[src/rtl/aer_fs_pkg.sv]
// -----------------------------------------------------------------------------
// aer_fs_pkg
// Shared definitions for the Fs control-word sequencer:
//   state_t    - handshake FSM states (IDLE, REQ, REL, ADV, ERR)
//   MODE_4PH   - return-to-zero handshake (req/ack pulse high then low)
//   MODE_2PH   - non-return-to-zero handshake (every req edge is a request)
//   bin2gray() - reflected binary to Gray conversion
// -----------------------------------------------------------------------------
package aer_fs_pkg;

  typedef enum logic [2:0] {
    IDLE = 3'd0,
    REQ  = 3'd1,
    REL  = 3'd2,
    ADV  = 3'd3,
    ERR  = 3'd4
  } state_t;

  localparam logic MODE_4PH = 1'b0;
  localparam logic MODE_2PH = 1'b1;

  // 32-bit wide so any PHASE_BITS up to 32 can use it; callers truncate.
  function automatic logic [31:0] bin2gray(input logic [31:0] b);
    return b ^ (b >> 1);
  endfunction

endpackage

[src/rtl/aer_sync.sv]
// -----------------------------------------------------------------------------
// aer_sync
// Multi-flop synchroniser for a single asynchronous level.
//   clk   - destination clock
//   reset - synchronous, active-high; clears every stage to 0
//   d     - asynchronous input
//   q     - d delayed by STAGES rising edges of clk
// -----------------------------------------------------------------------------
module aer_sync #(
  parameter int STAGES = 2
) (
  input  logic clk,
  input  logic reset,
  input  logic d,
  output logic q
);

  logic [STAGES-1:0] ff;

  always_ff @(posedge clk) begin
    if (reset) begin
      ff <= '0;
    end else begin
      ff <= {ff[STAGES-2:0], d};
    end
  end

  assign q = ff[STAGES-1];

endmodule

[src/rtl/aer_fs_sequencer.sv]
// -----------------------------------------------------------------------------
// aer_fs_sequencer
// Drives a request to the AER receiver, waits for the acknowledge in 4-phase
// or 2-phase protocol and advances a Gray-coded Fs control word by one step
// per completed handshake. Handshake waits are bounded by a programmable
// timeout that lands in a sticky error state.
//
// Ports
//   clk, reset     - rising-edge clock, synchronous active-high reset
//   enable         - start/continue handshakes while high (sampled in IDLE)
//   mode           - 0 = 4-phase, 1 = 2-phase; latched when a handshake starts
//   ack            - asynchronous acknowledge (synchronised internally)
//   timeout_limit  - cycles allowed per ack wait, 0 = no timeout
//   clear_err      - leave ERR state
//   req            - request to receiver
//   fs_code        - Gray-coded Fs control word
//   busy           - high in REQ, REL, ADV
//   step_done      - 1-cycle pulse coincident with the fs_code update
//   wrap           - 1-cycle pulse with step_done when the word returns to 0
//   err            - sticky timeout flag
//   state_dbg      - current FSM state, for observation only
//
// Handshake semantics: a request is outstanding from the req edge until the
// synchronised ack matches it (4-phase: ack high, then ack low in REL;
// 2-phase: ack level equal to req). fs_code only moves after the full
// handshake, so the receiver never sees a word change mid-transfer.
// -----------------------------------------------------------------------------
module aer_fs_sequencer
  import aer_fs_pkg::*;
#(
  parameter int PHASE_BITS  = 2,
  parameter int SYNC_STAGES = 2,
  parameter int TIMEOUT_W   = 8
) (
  input  logic                  clk,
  input  logic                  reset,
  input  logic                  enable,
  input  logic                  mode,
  input  logic                  ack,
  input  logic [TIMEOUT_W-1:0]  timeout_limit,
  input  logic                  clear_err,
  output logic                  req,
  output logic [PHASE_BITS-1:0] fs_code,
  output logic                  busy,
  output logic                  step_done,
  output logic                  wrap,
  output logic                  err,
  output state_t                state_dbg
);

  localparam logic [TIMEOUT_W-1:0]  T_ONE = TIMEOUT_W'(1);
  localparam logic [PHASE_BITS-1:0] B_ONE = PHASE_BITS'(1);

  state_t                state;
  logic                  mode_q;
  logic [PHASE_BITS-1:0] bin;
  logic [TIMEOUT_W-1:0]  tcnt;
  logic                  ack_s;

  logic [PHASE_BITS-1:0] bin_next;
  logic [PHASE_BITS-1:0] fs_next;
  logic                  req_done;
  logic                  rel_done;
  logic                  timeout_hit;

  aer_sync #(
    .STAGES (SYNC_STAGES)
  ) u_ack_sync (
    .clk   (clk),
    .reset (reset),
    .d     (ack),
    .q     (ack_s)
  );

  assign bin_next = bin + B_ONE;
  assign fs_next  = PHASE_BITS'(bin2gray(32'(bin_next)));

  // 2-phase: the receiver answers by copying req, so equality means done.
  assign req_done = (mode_q == MODE_4PH) ? ack_s : (ack_s == req);
  assign rel_done = ~ack_s;

  // Fires on the last allowed waiting cycle; a completion in the same cycle
  // is checked first in the FSM and therefore wins.
  assign timeout_hit = (timeout_limit != '0) && (tcnt == (timeout_limit - T_ONE));

  always_ff @(posedge clk) begin
    if (reset) begin
      state     <= IDLE;
      req       <= 1'b0;
      fs_code   <= '0;
      bin       <= '0;
      tcnt      <= '0;
      step_done <= 1'b0;
      wrap      <= 1'b0;
      err       <= 1'b0;
      mode_q    <= MODE_4PH;
    end else begin
      step_done <= 1'b0;
      wrap      <= 1'b0;
      case (state)
        IDLE: begin
          if (enable) begin
            state  <= REQ;
            mode_q <= mode;
            req    <= (mode == MODE_2PH) ? ~req : 1'b1;
            tcnt   <= '0;
          end
        end

        REQ: begin
          if (req_done) begin
            if (mode_q == MODE_4PH) begin
              state <= REL;
              req   <= 1'b0;
              tcnt  <= '0;
            end else begin
              state <= ADV;
            end
          end else if (timeout_hit) begin
            state <= ERR;
            err   <= 1'b1;
            if (mode_q == MODE_4PH) req <= 1'b0;
          end else begin
            tcnt <= tcnt + T_ONE;
          end
        end

        REL: begin
          if (rel_done) begin
            state <= ADV;
          end else if (timeout_hit) begin
            state <= ERR;
            err   <= 1'b1;
          end else begin
            tcnt <= tcnt + T_ONE;
          end
        end

        ADV: begin
          bin       <= bin_next;
          fs_code   <= fs_next;
          step_done <= 1'b1;
          wrap      <= (bin_next == '0);
          state     <= IDLE;
        end

        ERR: begin
          if (clear_err) begin
            state <= IDLE;
            err   <= 1'b0;
            // Re-align req with the receiver's current level so the next
            // 2-phase request is a genuine edge relative to ack.
            if (mode_q == MODE_2PH) req <= ack_s;
          end
        end

        default: state <= IDLE;
      endcase
    end
  end

  assign busy      = (state != IDLE) && (state != ERR);
  assign state_dbg = state;

endmodule

[config.mk]
export PLATFORM = sky130hd
export DESIGN_NAME = aer_fs_sequencer
export DESIGN_NICKNAME = d
export VERILOG_FILES = /design/src/rtl/aer_fs_pkg.sv /design/src/rtl/aer_sync.sv /design/src/rtl/aer_fs_sequencer.sv
export SDC_FILE = /design/constraint.sdc
export NUM_CORES = 1
export LEC_CHECK = 0
export CAP_MARGIN = 5
export CORE_MARGIN = 2
export CORE_UTILIZATION = 29
export CTS_CLUSTER_SIZE = 30
export DETAILED_ROUTE_END_ITERATION = 10
export HOLD_SLACK_MARGIN = 0.15
export SLEW_MARGIN = 10
export SYNTH_ARGS = -nofsm -noshare
export SYNTH_HDL_FRONTEND = slang
export SYNTH_SLANG_ARGS = --single-unit
export TNS_END_PERCENT = 10
[constraint.sdc]
create_clock -name clk -period 4.85 [get_ports clk]
set_input_delay 0.97 -clock clk [delete_from_list [all_inputs] [get_ports clk]]
set_output_delay 0.97 -clock clk [all_outputs]
set_load 0.05 [all_outputs]
==> results.toml <==
[status]
status = "completed"

[timing]
setup_violations = 0
slew_headroom_pct = 60.8
hold_slack_ns = 0.438
period_share_pct = 66.2
rsz0062_at_grt = "no"
worst_pin_slew_ns = 0.587
hold_viol = 0
tns_ns = 0
fin_ws_ns = 1.64
fmax_ghz = 0.311
fin_skew_ns = 0.00159
fin_crit_ns = 3.21
final_max_slew_viol_count = 0

[power_and_ir_drop]
power_mw = 0.466
peakVddDrop_mv = 0.154
p_per_area_mw_per_mm2 = 276
leakage_nw = 0.600

[setup_path]
worstPathMaxFanout = 19
worstPathRequired_ns = 5.02
critical_path_class = "in2reg"
worst_setup_path_end_kind = "flip-flop"
arrival_ns = 3.39
r2r_cells = 6
crit_path_start_kind = "input port"

[floorplan]
io_pins = 24
num_rows = 25
fp.dieW_um = 73.2
die_h_um = 73.2
die_area_mm2 = 0.00535
core_mm2 = 0.00466
start_util_pct = 29.8

[layout]
nets = 212
fin_cells = 248
n_antenna_cell = 0
syn_to_final_growth_pct = 21.7
drive_above_1_share_pct = 6.19

[global_routing]
grt_max_degree = 20
grt_pass1_vias = 1196
grt_pass1_wl_um = 5500
grt.total_usage_pct = 12.7
gr-total-overflow = 0
antenna_found_initial = 0

[synth]
ys_ff_latch = 21
syn_avg_cell_area_um2 = 7.97
synth_largest_area_cell = "dfxtp_1"
ys_types = 50
synth_fp_nets = 191
synth_most_common_cell = "dfxtp_1"
yosysWarningCount = 0
syn_inst = 174
synth_async_sr_flop_share_pct = 0
synth_top_area_share_pct = 30.3
synth-edff-count = 0
dominantRegCellSynth = "dfxtp_1"
seq_area_frac_synth_pct = 30.3
ys_top_cells_by_area = "dfxtp_1, a21oi_1, nor2_1"
synthTopCellsByCount = "dfxtp_1, nor2_1, a21oi_1"
netlist_area_mm2 = 0.00139

[clocking]
clock-root-buffer = "clkbuf_8"
cts_tree = "built"
post_cts_buffers = 0
cts_buffers = 3
cts_htree_levels = 1
clockBufferDepth = 2
cts-resized-gates = 0
clkTransAtPathRegs_ns = 0.08
cts.sinks = 21
cts_hold_buf = 0
insertion_delay_ns = 0.26

[drt]
ant_nets = 0
via_per_inst = 5.29
wirelength_um = 3150
drc_errors = 0
first_iter_violations = 87
drt-pass1-iter-count = 4
routedWlPerCell_um = 12.7
vias = 1311

[placement]
gp_congestion = 0.825
placed_cells_incl_taps = 244
post-dp-hpwl_um = 2300
portBuffers = 23
post-place-ws_ns = 1.36

[min_path]
whs_path_depth = 1
hold_path_class = "reg2reg"

[run]
cap_violations = 0
layer usage:
layer | up-vias | part of all wire, % | GRT usage [%]
li1 | 683 | - | -
met1 | 592 | 51 | 18.4
met2 | 34 | 45 | 19.4
met3 | 2 | 4.4 | 2.90
met4 | 0 | 0.35 | 1.85
met5 | - | 0 | 0
power breakdown:
| part | internal (mW) | switching [mW] | total, mW |
|---|---|---|---|
| Clock | 0.0572 | 0.0580 | 0.115 |
| Sequential | 0.182 | 0.0193 | 0.201 |
| Combinational | 0.0601 | 0.0889 | 0.149 |
| Total | 0.299 | 0.166 | 0.466 |
logic make-up after synthesis:
logic type | count (synthesis) | synth area share, %
buffers and inverters | 15 | 5.23
multiplexers | 1 | 0.721
XOR/XNOR | 10 | 6.31
AO/OA/AOI/OAI | 51 | 25.3
flip-flops | 21 | 30.3
AND/OR/NAND/NOR | 73 | 29.4
adder cells (fa/ha/maj) | 3 | 2.71
state kept, by name, indices dropped and copies added, names as in the netlist:
register / count
tcnt: 8
state_dbg: 3
fs_code: 2
u_ack_sync.ff: 2
bin: 1
err: 1
mode_q: 1
req: 1
step_done: 1
wrap: 1
critical path: stages:
cell             delay (ns)
clkdlybuf4s50_1        0.55
inv_1                  0.06
ha_1                   0.23
nor2b_1                0.18
or3_1                  0.35
a311oi_1               0.39
o211a_4                0.34
o21ai_0                0.10
a211oi_1               0.22
worst paths after layout:
check	startpoint	end	slack, ns
worst max register to register	state_dbg[2]	tcnt[5]	2.56
worst max-delay path	timeout_limit[0]	req	1.64
worst min register to register	u_ack_sync.ff[0]	u_ack_sync.ff[1]	0.44
worst min-delay path	u_ack_sync.ff[0]	u_ack_sync.ff[1]	0.44
placed cells by master (no fill, tap or decap), drive strengths merged, types with 7 or more instances in the layout:
cell type	count
dfxtp	21
o21ai	12
nor2b	9
nand2	10
inv	8
or3	8
nor2	17
nand4	7
a21oi	17
clkdlybuf4s50	23
cell type report:
cell class	instances	area (µm²)
Clock buffer	3	41.3
Clock inverter	1	5.00
Fill cell	486	2970
Inverter	8	30.0
Multi-Input combinational cell	138	895
Sequential cell	21	420
Tap cell	54	67.6
Timing Repair Buffer	23	230
stage by stage:
stage                     instance area [µm²]  util, %
final                                    1690     36.2
after global routing                     1690     36.2
after CTS                                1690     36.2
after detailed placement                 1640     35.2
after global placement                   1640     35.2
after floorplan                          1390        -
(Power assumes the default switching activity.)
